**src/rtl/bit_serial_adder_pkg.sv**
```systemverilog
// rtl/bit_serial_adder_pkg.sv - shared types and helpers for the bit-serial adder
// Contents: state_t FSM encoding, cnt_width() bit-counter width helper.
package bit_serial_adder_pkg;

  typedef enum logic [1:0] {
    IDLE = 2'd0,
    RUN  = 2'd1,
    DONE = 2'd2
  } state_t;

  // Counter must hold 0..WIDTH-1; never narrower than one bit.
  function automatic int cnt_width(input int width);
    return (width <= 2) ? 1 : $clog2(width);
  endfunction

endpackage

```
**src/rtl/full_adder_bit.sv**
```systemverilog
// rtl/full_adder_bit.sv - combinational full adder built from two half-adder stages
// Ports: a, b, ci (inputs); s (sum), co (carry-out).
module full_adder_bit (
  input  logic a,
  input  logic b,
  input  logic ci,
  output logic s,
  output logic co
);

  logic p;   // first half-adder sum (propagate)
  logic g1;  // first half-adder carry (generate)
  logic g2;  // second half-adder carry

  assign p  = a ^ b;
  assign g1 = a & b;
  assign s  = p ^ ci;
  assign g2 = p & ci;
  assign co = g1 | g2;

endmodule

```
**src/rtl/bit_serial_adder.sv**
```systemverilog
// rtl/bit_serial_adder.sv - LSB-first bit-serial adder with valid/ready request and result ports
// Ports: clk, rst_n (sync active-low); start_valid/start_ready with a_in, b_in, cin;
//        done_valid/done_ready with sum_out, cout; busy (RUN or DONE).
module bit_serial_adder
  import bit_serial_adder_pkg::*;
#(
  parameter int WIDTH = 8
) (
  input  logic             clk,
  input  logic             rst_n,
  input  logic             start_valid,
  output logic             start_ready,
  input  logic [WIDTH-1:0] a_in,
  input  logic [WIDTH-1:0] b_in,
  input  logic             cin,
  output logic [WIDTH-1:0] sum_out,
  output logic             cout,
  output logic             done_valid,
  input  logic             done_ready,
  output logic             busy
);

  localparam int CW = cnt_width(WIDTH);

  state_t           state;
  state_t           state_nxt;
  logic [WIDTH-1:0] a_sh;
  logic [WIDTH-1:0] b_sh;
  logic [WIDTH-1:0] sum_sh;
  logic [WIDTH-1:0] sum_nxt;
  logic             carry;
  logic [CW-1:0]    bit_cnt;
  logic             last_bit;
  logic             fa_s;
  logic             fa_co;

  full_adder_bit u_fa (
    .a  (a_sh[0]),
    .b  (b_sh[0]),
    .ci (carry),
    .s  (fa_s),
    .co (fa_co)
  );

  assign last_bit = (bit_cnt == CW'(WIDTH - 1));
  // New sum bit enters at the MSB so after WIDTH shifts bit 0 holds the LSB.
  assign sum_nxt  = WIDTH'({fa_s, sum_sh} >> 1);

  assign start_ready = (state == IDLE);
  assign busy        = (state != IDLE);

  always_ff @(posedge clk) begin
    if (!rst_n) begin
      state <= IDLE;
    end else begin
      state <= state_nxt;
    end
  end

  always_comb begin
    state_nxt = state;
    case (state)
      IDLE:    if (start_valid) state_nxt = RUN;
      RUN:     if (last_bit)    state_nxt = DONE;
      DONE:    if (done_ready)  state_nxt = IDLE;
      default: state_nxt = IDLE;
    endcase
  end

  always_ff @(posedge clk) begin
    if (!rst_n) begin
      a_sh       <= '0;
      b_sh       <= '0;
      sum_sh     <= '0;
      carry      <= 1'b0;
      bit_cnt    <= '0;
      sum_out    <= '0;
      cout       <= 1'b0;
      done_valid <= 1'b0;
    end else begin
      case (state)
        IDLE: begin
          if (start_valid) begin
            a_sh    <= a_in;
            b_sh    <= b_in;
            carry   <= cin;
            sum_sh  <= '0;
            bit_cnt <= '0;
          end
        end
        RUN: begin
          a_sh   <= a_sh >> 1;
          b_sh   <= b_sh >> 1;
          sum_sh <= sum_nxt;
          carry  <= fa_co;
          if (last_bit) begin
            sum_out    <= sum_nxt;
            cout       <= fa_co;
            done_valid <= 1'b1;
          end else begin
            bit_cnt <= bit_cnt + 1'b1;
          end
        end
        DONE: begin
          if (done_ready) done_valid <= 1'b0;
        end
        default: ;
      endcase
    end
  end

endmodule

```
**config.mk**
```make
export PLATFORM = sky130hd
export DESIGN_NAME = bit_serial_adder
export DESIGN_NICKNAME = d
export VERILOG_FILES = /design/src/rtl/bit_serial_adder_pkg.sv /design/src/rtl/full_adder_bit.sv /design/src/rtl/bit_serial_adder.sv
export SDC_FILE = /design/constraint.sdc
export NUM_CORES = 1
export LEC_CHECK = 0
export ABC_AREA = 0
export BUFFER_PORTS_ARGS = -buffer_cell sky130_fd_sc_hd__buf_2
export CAP_MARGIN = 20
export CORE_MARGIN = 5
export CORE_UTILIZATION = 48
export DETAILED_ROUTE_END_ITERATION = 6
export GPL_TIMING_DRIVEN = 0
export PLACE_DENSITY = 0.74
export SYNTH_ARGS = -nofsm -noshare
export SYNTH_HDL_FRONTEND = slang
export SYNTH_SLANG_ARGS = --single-unit
```
**constraint.sdc**
```tcl
create_clock -name clk -period 1.5 [get_ports clk]
set_input_delay 0 -clock clk [delete_from_list [all_inputs] [get_ports clk]]
set_output_delay 0 -clock clk [all_outputs]
set_load 0.05 [all_outputs]
```
==> results.md <==
* Worst skew pair latency at 0.36 ns
* WS Path Type: flip-flop to primary output
* Global-route wire length before repair at about 6400 um
* Final setup violation count at 0
* Drt pass-1 iters at 4
* Final RePlAce weighted congestion at 0.749
* Worst-path clk slew at between 0.1 and 0.15 ns
* Part of the power in the clock network at 0.273
* PnR Total Power at a little under 2 mW
* Io pins at 33
* Relative slew slack at 0.647
* Syn Area/Cell at approximately 9.3 um2
* Count leader, synth: dfxtp_1
* Sequential element share of the synthesized area at 0.466
* Clock H-tree levels at 2
* Clk buf depth at 2
* Final Cycle Share at 0.962
* Port Buf Inserts at 32
* Achievable Freq at roughly 700 MHz
* Flops & latches, synth at 39
* Reg area at 783 um2
* Startpoint Class: flip-flop
* Internal power at 1.42 mW
* DIE AREA at 0.00477 mm2
* Area growth, synth to finish at 29.9%
* Multi-input combinational cell area at just over 800 um2
* Die width at slightly below 70 um
* Most used DFF post-synth: dfxtp_1
* Core area at around 0.0034 mm2
* Post-Route WL at 3670 um
* Post-DP Area at 0.00189 mm2
* Max Cap Violations at 0
* CTS Root Cell: clkbuf_4
* Initial core utilization at 0.499
* Dpl hpwl at 2400 um
* Synth area leader: dfxtp_1
* Die span in y at 69.1 um
* CTS sink count at 39
* TritonCTS clock tree: yes
* Placed insts at 258
* Initial antenna violation count at 0
* Post-synthesis cell type count at 28
* Cells after Synth at 180
* Syn_nets at 205
* CTS buffer count at 5
* Number of flops mapped to enable cells by yosys at 0
* Layout cell share with drive strength beyond 1 at 0.238
* DRT iter0 DRCs at 68
* Yosys warns at 0
* Top cells by count, synth: dfxtp_1, nor2_1, mux2i_1
* Vias in the first global route at 1392
* Largest net degree at the start of global routing at 13
* RSZ-0062 raised after global routing: no
* DRC at 0
* Share of the synthesized area in the top cell type at 0.466
* Final Non-Filler Cells at 285
* Data required time of the worst path at 1.50 ns
* Sw Pwr at 533 uW
* Leakage at 0.930 nW
* Comb power frac at 0.158
* Mapped cell area at 0.00168 mm2
* Crit path max fanout at 10
* Filler cells at between 300 and 400
* Reg power frac at 0.569
* Cell area after layout at roughly 0.0022 mm2
* HP Class: input port to flip-flop
* Hold_ws at approximately 0.0097 ns
* Rows at 21
* Max-slew violations at 0
* CP Capture Type: primary output
* Switch share at 0.273
* Antenna cell count at 0
* Via count at 1463
* Final Hold Viols at 0
* Vias per cell at just over 5
* Status: finished clean
* Slew of the pin with the lowest slew margin at 0.529 ns
* Pwr/cell area at 897 mW/mm2
* Gr usage total at 0.161
* Post-route clock skew at approximately 0.014 ns
* Post-DRT Antenna Nets at 0
* Worst Path Arrival at approximately 1.4 ns
* FFs w/ async S/R, synth at 0
* Total gr overflow at 0
* Final Net Count at approximately 260
* Routed wire per std cell at roughly 13 um
* Maximum VDD drop at 678 uV
* Fin crit period at 1.44 ns
* Largest cells by area after synthesis: dfxtp_1, mux2i_1, a211oi_1, nor2_1, a21oi_1
layout by cell type, fill, tap and decap left out, types with 4 or more instances in the layout:
cell type / Yosys / routed
dlygate4sd3_1: 0 / 18
nand2_1: 13 / 13
buf_4: 2 / 4
mux2i_1: 17 / 17
buf_2: 5 / 34
a21oi_1: 13 / 13
a211oi_1: 15 / 15
nand3_1: 12 / 12
a22oi_1: 7 / 7
clkbuf_1: 4 / 5
nor2_1: 26 / 26
dfxtp_1: 39 / 37
clkbuf_4: 0 / 5
area by class of cell:
class | instances | area share
inverter | 3 | 0.00517
clock buffer | 6 | 0.0190
buffer | 14 | 0.0489
multi-input combinational | 124 | 0.370
timing repair buffer | 51 | 0.166
clock inverter | 2 | 0.00575
tap | 46 | 0.0264
sequential | 39 | 0.360
stage by stage:
step                utilization  setup slack [ns]  TNS [ns]
floorplan                     -            0.0824         0
global placement          0.563            0.0194         0
detailed placement        0.563           0.00317         0
CTS                       0.640           -0.0145   -0.0379
global route              0.647           0.00172         0
finish                    0.647            0.0572         0
flip-flops by register name, summed over array words and instances (netlist names):
name	count
b_sh	8
carry	1
bit_cnt	3
sum_out	8
done_valid	1
sum_sh	7
a_sh	8
state	2
cout	1
worst max-delay path, cell delays in order (launching register included):
cell     delay [ns]
dfxtp_2        0.36
buf_12         0.15
buf_6          0.14
or2_4          0.25
inv_2          0.06
buf_8          0.13
per-layer routing:
layer  part of all wire  vias up  track usage
met2               0.49       42        0.268
met1               0.44      660        0.200
met5                  0        -            0
met3              0.054        7       0.0422
li1                   -      754            -
met4              0.016        0       0.0586
worst paths after layout:
check	slack, ns	depth (start not counted)	to	startpoint
min reg2reg	0.46	2	sum_out[1]$_SDFFE_PN0P_	sum_out[1]$_SDFFE_PN0P_
max reg2reg	0.08	4	a_sh[7]$_SDFFE_PN0P_	state[0]$_SDFFE_PN0P_
max	0.06	5	start_ready	state[0]$_SDFFE_PN0P_
min	0.01	3	b_sh[5]$_SDFFE_PN0P_	b_in[5]
power groups by stage:
stage | Combinational (mW) | Clock [mW] | Sequential, mW
2_1_floorplan | 0.184 | 0 | 1.13
3_3_place_gp | 0.248 | 0 | 1.13
3_5_place_dp | 0.250 | 0 | 1.14
4_1_cts | 0.295 | 0.545 | 1.11
5_1_grt | 0.337 | 0.597 | 1.12
6_report | 0.308 | 0.534 | 1.11
what timing repair did:
item / 4_1_cts / 5_1_grt
buffers inserted: 1 / 0
hold buffers: 18 / 0
pin swaps: 0 / 1
setup endpoints to repair: 3 / 12
hold endpoints to repair: 17 / 0
gates resized for setup: 5 / 11
cell families (layout without fill, tap and decap cells):
family,count (synthesis),count (layout),share of synthesized area
DFF,39,39,0.466
and+or+nand+nor,60,60,0.167
AOI/OAI and AO/OA,43,43,0.170
buffers and inverters,17,76,0.0612
muxes,17,17,0.101
adders and majority gates,4,4,0.0343
(Power assumes the default switching activity.)
